## config.mk

```make
export PLATFORM = sky130hd
export DESIGN_NAME = alu_seq
export DESIGN_NICKNAME = d
export VERILOG_FILES = /design/src/rtl/alu_seq.sv
export SDC_FILE = /design/constraint.sdc
export NUM_CORES = 1
export LEC_CHECK = 0
export ABC_CLOCK_PERIOD_IN_PS = 5500
export CAP_MARGIN = 20
export CORE_UTILIZATION = 45
export DETAILED_ROUTE_END_ITERATION = 6
export PLACE_DENSITY = 0.71
export REMOVE_ABC_BUFFERS = 1
export SYNTH_ARGS = -nofsm -noshare
export SYNTH_HDL_FRONTEND = slang
export SYNTH_SLANG_ARGS = --single-unit
```

## constraint.sdc

```tcl
create_clock -name clk_i -period 5.5 [get_ports clk_i]
set_input_delay 1.1 -clock clk_i [delete_from_list [all_inputs] [get_ports clk_i]]
set_output_delay 1.1 -clock clk_i [all_outputs]
set_load 0.02 [all_outputs]
```

## src/rtl/alu_seq.sv

```systemverilog
// alu_seq: WIDTH-bit ALU with single-cycle logic/add/slt ops
// and iterative shift-add MUL and one-bit-per-cycle SLL/SRL.
module alu_seq #(
    parameter int WIDTH = 24,
    localparam int SW = $clog2(WIDTH)
) (
    input  logic             clk_i,
    input  logic             rst_i,
    input  logic             start_i,
    input  logic [2:0]       op_i,
    input  logic             ainvert_i,
    input  logic             binvert_i,
    input  logic             cin_i,
    input  logic [WIDTH-1:0] a_i,
    input  logic [WIDTH-1:0] b_i,
    output logic [WIDTH-1:0] result_o,
    output logic             carry_out_o,
    output logic             overflow_o,
    output logic             zero_o,
    output logic             busy_o,
    output logic             done_o
);

    localparam int CW = $clog2(WIDTH + 1);

    typedef enum logic [1:0] {
        IDLE,
        MUL_RUN,
        SHIFT_RUN
    } state_e;

    state_e           state_q, state_d;
    logic [CW-1:0]    cnt_q, cnt_d;
    logic [WIDTH-1:0] opa_q, opa_d;
    logic [WIDTH-1:0] opb_q, opb_d;
    logic [WIDTH-1:0] acc_q, acc_d;
    logic             dir_q, dir_d;
    logic [WIDTH-1:0] result_q, result_d;
    logic             cout_q, cout_d;
    logic             ovf_q, ovf_d;
    logic             zero_q, zero_d;
    logic             done_q, done_d;

    logic [WIDTH-1:0] ma, mb;
    logic [WIDTH:0]   sum;
    logic             ovf_c;
    logic [SW-1:0]    shamt;
    logic             sh_big;
    logic [WIDTH-1:0] mul_add;
    logic [WIDTH-1:0] sh_nxt;
    logic             wr;
    logic [WIDTH-1:0] res_w;
    logic             cout_w, ovf_w;

    always_comb begin
        ma      = ainvert_i ? ~a_i : a_i;
        mb      = binvert_i ? ~b_i : b_i;
        sum     = {1'b0, ma} + {1'b0, mb} + {{WIDTH{1'b0}}, cin_i};
        ovf_c   = (ma[WIDTH-1] == mb[WIDTH-1]) &&
                  (sum[WIDTH-1] != ma[WIDTH-1]);
        shamt   = b_i[SW-1:0];
        sh_big  = int'(shamt) >= WIDTH;
        mul_add = acc_q + (opb_q[0] ? opa_q : '0);
        sh_nxt  = dir_q ? (opa_q >> 1) : (opa_q << 1);
    end

    always_comb begin
        state_d = state_q;
        cnt_d   = cnt_q;
        opa_d   = opa_q;
        opb_d   = opb_q;
        acc_d   = acc_q;
        dir_d   = dir_q;
        wr      = 1'b0;
        res_w   = '0;
        cout_w  = 1'b0;
        ovf_w   = 1'b0;
        case (state_q)
            IDLE: begin
                if (start_i) begin
                    unique case (op_i)
                        3'b000: begin
                            wr    = 1'b1;
                            res_w = ma & mb;
                        end
                        3'b001: begin
                            wr    = 1'b1;
                            res_w = ma | mb;
                        end
                        3'b010: begin
                            wr     = 1'b1;
                            res_w  = sum[WIDTH-1:0];
                            cout_w = sum[WIDTH];
                            ovf_w  = ovf_c;
                        end
                        3'b011: begin
                            wr     = 1'b1;
                            res_w  = {{(WIDTH-1){1'b0}}, sum[WIDTH-1] ^ ovf_c};
                            cout_w = sum[WIDTH];
                            ovf_w  = ovf_c;
                        end
                        3'b100: begin
                            opa_d   = a_i;
                            opb_d   = b_i;
                            acc_d   = '0;
                            cnt_d   = CW'(WIDTH);
                            state_d = MUL_RUN;
                        end
                        3'b101, 3'b110: begin
                            // Trivial shift amounts finish in one cycle
                            if (shamt == '0) begin
                                wr    = 1'b1;
                                res_w = a_i;
                            end else if (sh_big) begin
                                wr    = 1'b1;
                                res_w = '0;
                            end else begin
                                opa_d   = a_i;
                                dir_d   = op_i[1];
                                cnt_d   = CW'(shamt);
                                state_d = SHIFT_RUN;
                            end
                        end
                        default: begin
                            wr    = 1'b1;
                            res_w = '0;
                        end
                    endcase
                end
            end
            MUL_RUN: begin
                acc_d = mul_add;
                opa_d = opa_q << 1;
                opb_d = opb_q >> 1;
                cnt_d = cnt_q - 1'b1;
                if (cnt_q == CW'(1)) begin
                    wr      = 1'b1;
                    res_w   = mul_add;
                    state_d = IDLE;
                end
            end
            SHIFT_RUN: begin
                opa_d = sh_nxt;
                cnt_d = cnt_q - 1'b1;
                if (cnt_q == CW'(1)) begin
                    wr      = 1'b1;
                    res_w   = sh_nxt;
                    state_d = IDLE;
                end
            end
            default: state_d = IDLE;
        endcase
    end

    always_comb begin
        result_d = result_q;
        cout_d   = cout_q;
        ovf_d    = ovf_q;
        zero_d   = zero_q;
        done_d   = wr;
        if (wr) begin
            result_d = res_w;
            cout_d   = cout_w;
            ovf_d    = ovf_w;
            zero_d   = (res_w == '0);
        end
    end

    always_ff @(posedge clk_i) begin
        if (rst_i) begin
            state_q  <= IDLE;
            cnt_q    <= '0;
            opa_q    <= '0;
            opb_q    <= '0;
            acc_q    <= '0;
            dir_q    <= 1'b0;
            result_q <= '0;
            cout_q   <= 1'b0;
            ovf_q    <= 1'b0;
            zero_q   <= 1'b1;
            done_q   <= 1'b0;
        end else begin
            state_q  <= state_d;
            cnt_q    <= cnt_d;
            opa_q    <= opa_d;
            opb_q    <= opb_d;
            acc_q    <= acc_d;
            dir_q    <= dir_d;
            result_q <= result_d;
            cout_q   <= cout_d;
            ovf_q    <= ovf_d;
            zero_q   <= zero_d;
            done_q   <= done_d;
        end
    end

    assign result_o    = result_q;
    assign carry_out_o = cout_q;
    assign overflow_o  = ovf_q;
    assign zero_o      = zero_q;
    assign busy_o      = (state_q != IDLE);
    assign done_o      = done_q;

endmodule

```

==> results.sh, run 1 <==
export IMPL_synth_area_leaders="dfxtp_1 22%, ha_1 9.8%, nor2_1 6.3%"
export IMPL_fin_crit_sh=0.843
export IMPL_fmaxAchievable_mhz=216
export IMPL_dp_hpwl_um=23600
export IMPL_tightest_slew_ns=1.18
export IMPL_antenna_found_initial=0
export IMPL_tns_ns=0
export IMPL_antenna_cells=0
export IMPL_yosys_area_share_simple=0.187
export IMPL_skew_ns=0.0144
export IMPL_max_vdd_ir_drop_uv=168
export IMPL_cts_buffers=9
export IMPL_wl_per_cell_um=20.5
export IMPL_grt_pass1_wl_um=50200
export IMPL_cts_sinks=108
export IMPL_whs_ns=0.454
export IMPL_dp_cells=1554
export IMPL_finalMaxSlewViolations=0
export IMPL_synth_warnings=0
export IMPL_ctsHoldBuffers=0
export IMPL_grt_max_degree=63
export IMPL_rsz0062_at_grt="false"
export IMPL_num_rows=53
export IMPL_synth_seq_area_share=0.219
export IMPL_design_area_um2=11100
export IMPL_fin_nets=1427
export IMPL_syn_area_um2=9870
export IMPL_comb_power_share=0.456
export IMPL_insertion_delay_ns=0.37
export IMPL_internal_power_mw=1.79
export IMPL_reg2reg_to="zero_o"
export IMPL_synth_compound_area_frac=0.282
export IMPL_cp_arrival_ns=4.91
export IMPL_fin_util=0.524
export IMPL_crit_buf_inv=3
export IMPL_synth_top_area_frac=0.219
export IMPL_drt_iter0_drc=969
export IMPL_drc=0
export IMPL_layout_setup_ws_ns=0.865
export IMPL_crit_path_end_kind="flip-flop"
export IMPL_synth_edff_count=0
export IMPL_switching_share=0.424
export IMPL_area_growth_pct=12.9
export IMPL_postCtsSetupRepairBufs=0
export IMPL_powerDensity_nw_per_um2=280
export IMPL_synth_area_leader_cell="dfxtp_1"
export IMPL_synth_distinct_cells=101
export IMPL_synth_top_family_by_area="compound AO/OA/AOI/OAI gates"
export IMPL_post_place_ws_ns=0.475
export IMPL_portBuffers=85
export IMPL_antenna_left=0
export IMPL_vias_per_cell=6.10
export IMPL_p_sw_mw=1.32
export IMPL_path_delay_family="compound AO/OA/AOI/OAI gates"
export IMPL_num_vias=9579
export IMPL_p_clk_frac=0.217
export IMPL_seq_power_share=0.327
export IMPL_critPathKind="in2reg"
export IMPL_die_y_um=150
export IMPL_yosysMostFrequentCell="nor2_1"
export IMPL_yosys_top_cells_count="167 x nor2_1, 108 x dfxtp_1, 96 x a21oi_1"
export IMPL_tritoncts="yes"
export IMPL_ioPinCount=86
export IMPL_grt_overflow_total=0
export IMPL_cts_max_path_buffers=2
export IMPL_crit_fanout=17
export IMPL_avgSynthCellArea_um2=7.84
export IMPL_clockRootBuffer="clkbuf_16"
export IMPL_relSlewSlack=0.214
export IMPL_power_total_mw=3.12
export IMPL_synth_xor_xnor_area_share=0.0788
export IMPL_ys_flop_type="dfxtp_1"
export IMPL_first_global_vias=9032
export IMPL_critPathSlowestCell="clkdlybuf4s50_1"
export IMPL_leakage_nw=4.50
export IMPL_n_fill_cell=2078
export IMPL_period_minus_slack_ns=4.64
export IMPL_post_dp_cell_area_um2=10800
export IMPL_path_common_cell="buf_4"
export IMPL_setup_viol=0
export IMPL_crit_required_ns=5.78
export IMPL_synthAdderAreaFrac=0.102
export IMPL_ff2ff_setup_slack_ns=1.24
export IMPL_start_kind="input pin"
export IMPL_hp_class="reg2reg"
export IMPL_whs_endpoint="carry_out_o"
export IMPL_drt_total_wl_um=32100
export IMPL_stdcell_count=1570
export IMPL_die_area_um2=22500
export IMPL_maxCapViolCount=0
export IMPL_initial_core_util=0.464
export IMPL_first_pass_iters=6
export IMPL_synthMuxAreaShare=0.0570
export IMPL_clk_pin_slew_ns=0.08
export IMPL_rr_worst_depth=11
export IMPL_timing_hold_worst_start="carry_out_o"
export IMPL_r2r_start="opb_q[0]"
export IMPL_cts_resized=0
export IMPL_path_cells="clkdlybuf4s50_1 > buf_4 > xor2_1 > ha_1 > a21oi_1 > a211oi_1 > o21a_1 > a2111oi_4 > mux2_2 > o21ai_0 > buf_4 > nand3_1 > and4bb_2 > nand4_1 > o41ai_2"
export IMPL_ys_ff_latch=108
export IMPL_die_x_um=150
export IMPL_outcome="finished, final reports clean"
export IMPL_htree_levels=3
export IMPL_core_area_um2=21300
export IMPL_holdPathStages=2
export IMPL_synthesis_instances=1260
export IMPL_finalHoldViolCount=0
export IMPL_grt_usage=0.290
export IMPL_drive_above_1_share=0.0764
export IMPL_async_reset_ff_frac=0
export IMPL_critPathMaxStageDelay_ns=0.56
export IMPL_gp_congestion=0.984
==> layout make-up <==
cell class | count | area (um^2) | share of cell area
Multi-Input combinational cell | 986 | 7000 | 0.628
Tap cell | 275 | 344 | 0.0309
Clock buffer | 9 | 225 | 0.0202
Inverter | 73 | 274 | 0.0246
Clock inverter | 6 | 65.1 | 0.00584
Timing Repair Buffer | 113 | 1080 | 0.0967
Sequential cell | 108 | 2160 | 0.194
==> kinds of logic after synthesis <==
| group | Yosys count |
|---|---|
| compound gates | 374 |
| xor+xnor | 88 |
| fa+ha+maj | 79 |
| buf+inv | 166 |
| flops | 108 |
| mux | 56 |
| simple gates | 389 |
==> worst max-delay path by stage <==
stage,start,endpoint,depth (start not counted)
after floorplan,op_i[1],result_o[23],5
after global placement,binvert_i,zero_o,16
after detailed placement,binvert_i,zero_o,16
after CTS,binvert_i,zero_o,16
after global routing,binvert_i,zero_o,16
final,ainvert_i,zero_o,15
==> power by group through the flow <==
stage | sequential (mW) | clock [mW] | combinational [mW]
after detailed placement | 1.03 | 0 | 1.39
after floorplan | 1.03 | 0 | 0.899
after global routing | 1.03 | 0.710 | 1.55
after global placement | 1.03 | 0 | 1.37
after CTS | 1.01 | 0.686 | 1.39
final | 1.02 | 0.676 | 1.42
==> tightest hold or removal path: stages, from the launching register on <==
cell     delay, ns
dfxtp_1       0.31
nand2_1       0.05
a21oi_1       0.05
==> layout by cell type, fill, tap and decap left out, types with 26 or more instances in the layout <==
cell type,instances
buf_4,27
a211oi_1,53
and2_1,27
nand2_1,65
nor3_1,44
dfxtp_1,108
a22oi_1,29
inv_1,72
a21oi_1,95
clkdlybuf4s50_1,83
ha_1,76
o21ai_0,42
nor2_1,167
mux2i_1,54
xor2_1,63
a221oi_1,26
==> state kept, by name (all words and copies together) (netlist names), 2 cells and up <==
register  count
result_o     24
acc_q        24
opb_q        24
cnt_q         5
state_q       2
opa_q        24
==> per-layer routing <==
metal | routed length [um] | global-route usage | vias to the layer above
met2 | 14100 | 0.456 | 426
met4 | 1430 | 0.138 | 0
met3 | 2210 | 0.0439 | 90
li1 | - | - | 4607
met1 | 14400 | 0.389 | 4456
met5 | 0 | 0 | -
(Power assumes the default switching activity.)
==> run 2: changes to the inputs <==
--- a/config.mk
+++ b/config.mk
@@ -5,7 +5,7 @@
 export SDC_FILE = /design/constraint.sdc
 export NUM_CORES = 1
 export LEC_CHECK = 0
-export ABC_CLOCK_PERIOD_IN_PS = 5500
+export ABC_CLOCK_PERIOD_IN_PS = 4800
 export CAP_MARGIN = 20
 export CORE_UTILIZATION = 45
 export DETAILED_ROUTE_END_ITERATION = 6
==> constraint.sdc (replaced) <==
create_clock -name clk_i -period 4.8 [get_ports clk_i]
set_input_delay 0.96 -clock clk_i [delete_from_list [all_inputs] [get_ports clk_i]]
set_output_delay 0.96 -clock clk_i [all_outputs]
set_load 0.02 [all_outputs]
==> run 2 against run 1 <==
  * Critical path depth unchanged
  * Cell area increased by 1.6%
  * Register-to-register slack got worse by 0.46 ns
  * Cell count increased by 1.4%
  * Via count increased by 2.1%
  * Die area unchanged
  * Global-route usage decreased by 0.23 points
  * First-iteration DRC count decreased by 18%
  * Sequential power increased by 14%
  * Power increased by 17%
==> results.sh, run 2 (synthesized netlist as in run 1, its figures left out) <==
export IMPL_area_growth_pct=14.7
export IMPL_antenna_cells=0
export IMPL_crit_fanout=5
export IMPL_vias_per_cell=6.15
export IMPL_crit_path_end_kind="flip-flop"
export IMPL_start_kind="input pin"
export IMPL_clk_pin_slew_ns=0.08
export IMPL_layout_common_cells="167 x nor2_1, 108 x dfxtp_1, 95 x a21oi_1, 83 x clkdlybuf4s50_1, 76 x ha_1"
export IMPL_fmaxAchievable_mhz=226
export IMPL_power_total_mw=3.64
export IMPL_drt_total_wl_um=32000
export IMPL_num_vias=9783
export IMPL_portBuffers=85
export IMPL_drc=0
export IMPL_ctsHoldBuffers=0
export IMPL_insertion_delay_ns=0.37
export IMPL_met2_usage=0.449
export IMPL_use_met1=0.388
export IMPL_core_area_um2=21300
export IMPL_top_usage_layer="met2"
export IMPL_maxCapViolCount=0
export IMPL_layout_commonest_cell="nor2_1"
export IMPL_critPathSlowestCell="clkdlybuf4s50_1"
export IMPL_tightest_slew_ns=1.14
export IMPL_rsz0062_at_grt="false"
export IMPL_tns_ns=0
export IMPL_htree_levels=3
export IMPL_hp_class="reg2reg"
export IMPL_ff2ff_setup_slack_ns=0.78
export IMPL_die_x_um=150
export IMPL_antenna_found_initial=0
export IMPL_max_vdd_ir_drop_uv=189
export IMPL_critPathMaxStageDelay_ns=0.54
export IMPL_num_rows=53
export IMPL_first_global_vias=8992
export IMPL_post_dp_cell_area_um2=11000
export IMPL_ioPinCount=86
export IMPL_postCtsSetupRepairBufs=0
export IMPL_dp_cells=1576
export IMPL_initial_core_util=0.464
export IMPL_grt_usage=0.288
export IMPL_tritoncts="yes"
export IMPL_die_area_um2=22500
export IMPL_rr_worst_depth=12
export IMPL_crit_required_ns=5.07
export IMPL_critPathCapture="zero_o"
export IMPL_period_minus_slack_ns=4.42
export IMPL_fin_crit_sh=0.921
export IMPL_first_pass_iters=5
export IMPL_outcome="finished, final reports clean"
export IMPL_fin_util=0.532
export IMPL_gp_congestion=0.989
export IMPL_fin_nets=1448
export IMPL_critPathKind="in2reg"
export IMPL_wl_per_cell_um=20.1
export IMPL_finalMaxSlewViolations=0
export IMPL_cts_resized=0
export IMPL_relSlewSlack=0.238
export IMPL_grt_overflow_total=0
export IMPL_grt_max_degree=81
export IMPL_drt_iter0_drc=790
export IMPL_cp_arrival_ns=4.69
export IMPL_post_place_ws_ns=0.0484
export IMPL_drive_above_1_share=0.0919
export IMPL_setup_viol=0
export IMPL_cts_max_path_buffers=2
export IMPL_r2r_start="opb_q[0]"
export IMPL_skew_ns=0.00975
export IMPL_finalHoldViolCount=0
export IMPL_grt_met3_usage=0.0545
export IMPL_cts_buffers=9
export IMPL_grt_pass1_wl_um=50100
export IMPL_die_y_um=150
export IMPL_powerDensity_nw_per_um2=321
export IMPL_stdcell_count=1592
export IMPL_whs_ns=0.457
export IMPL_design_area_um2=11300
export IMPL_dp_hpwl_um=23900
export IMPL_cp_startpoint="binvert_i"
export IMPL_layout_setup_ws_ns=0.380
export IMPL_path_cells="clkdlybuf4s50_1 > buf_4 > xor2_1 > inv_1 > fa_1 > nor2b_4 > o31a_4 > a41oi_4 > o41a_4 > o21ai_4 > a21oi_2 > xnor2_1 > a2111oi_2 > nand3_1 > o41ai_2"
export IMPL_cts_sinks=108
export IMPL_leakage_nw=4.60
export IMPL_clockRootBuffer="clkbuf_16"
export IMPL_reg2reg_to="zero_o"
export IMPL_antenna_left=0
[run 2: changes by cell type in the layout (fill, tap and decap cells not counted)]
cell / delta
clkinv_2: -1
buf_4: +20
inv_8: +2
buf_6: +1
[run 2: area by class of cell]
cell class | count | area [um^2]
Clock buffer | 9 | 225
Clock inverter | 7 | 82.6
Fill cell | 2066 | 9960
Inverter | 73 | 274
Multi-Input combinational cell | 986 | 7000
Sequential cell | 108 | 2160
Tap cell | 275 | 344
Timing Repair Buffer | 134 | 1240
[run 2: worst max-delay path: cells and delay by family]
family                   cells  cell delay, ns
XOR/XNOR                     2            0.34
adder cells (fa/ha/maj)      1            0.42
AO/OA/AOI/OAI                7            1.88
buffers and inverters        3            0.78
AND/OR/NAND/NOR              2            0.31
[run 2: where the power goes]
| group | leakage (nW) | internal (mW) | switching [mW] |
|---|---|---|---|
| clock network | 0.150 | 0.415 | 0.399 |
| logic | 3.57 | 0.658 | 1.00 |
| registers | 0.880 | 1.02 | 0.146 |
| total | 4.60 | 2.09 | 1.55 |
[run 2: worst min path at each step]
stage                     depth (start not counted)          end  slack (ns)        start
final                                             2   overflow_o        0.46   overflow_o
after floorplan                                   2     acc_q[0]        0.43     acc_q[0]
after global placement                            2  carry_out_o        0.44  carry_out_o
after CTS                                         2  carry_out_o        0.46  carry_out_o
after detailed placement                          2  carry_out_o        0.45  carry_out_o
after global routing                              2   overflow_o        0.48   overflow_o
[run 2: per-layer routing]
| metal | wire [um] | vias to the layer above | part of all wire |
|---|---|---|---|
| met5 | 0 | - | 0 |
| met4 | 1190 | 0 | 0.037 |
| met3 | 2740 | 76 | 0.086 |
| met2 | 14200 | 494 | 0.44 |
| met1 | 13900 | 4566 | 0.43 |
| li1 | - | 4647 | - |
==> run 3: changes to the inputs <==
--- a/config.mk
+++ b/config.mk
@@ -11,6 +11,7 @@
 export DETAILED_ROUTE_END_ITERATION = 6
 export PLACE_DENSITY = 0.71
 export REMOVE_ABC_BUFFERS = 1
+export SKIP_CTS_REPAIR_TIMING = 1
 export SYNTH_ARGS = -nofsm -noshare
 export SYNTH_HDL_FRONTEND = slang
 export SYNTH_SLANG_ARGS = --single-unit
==> results of run 3 <==
Same layout as run 2: the final DEF is identical, and so are final timing and power.
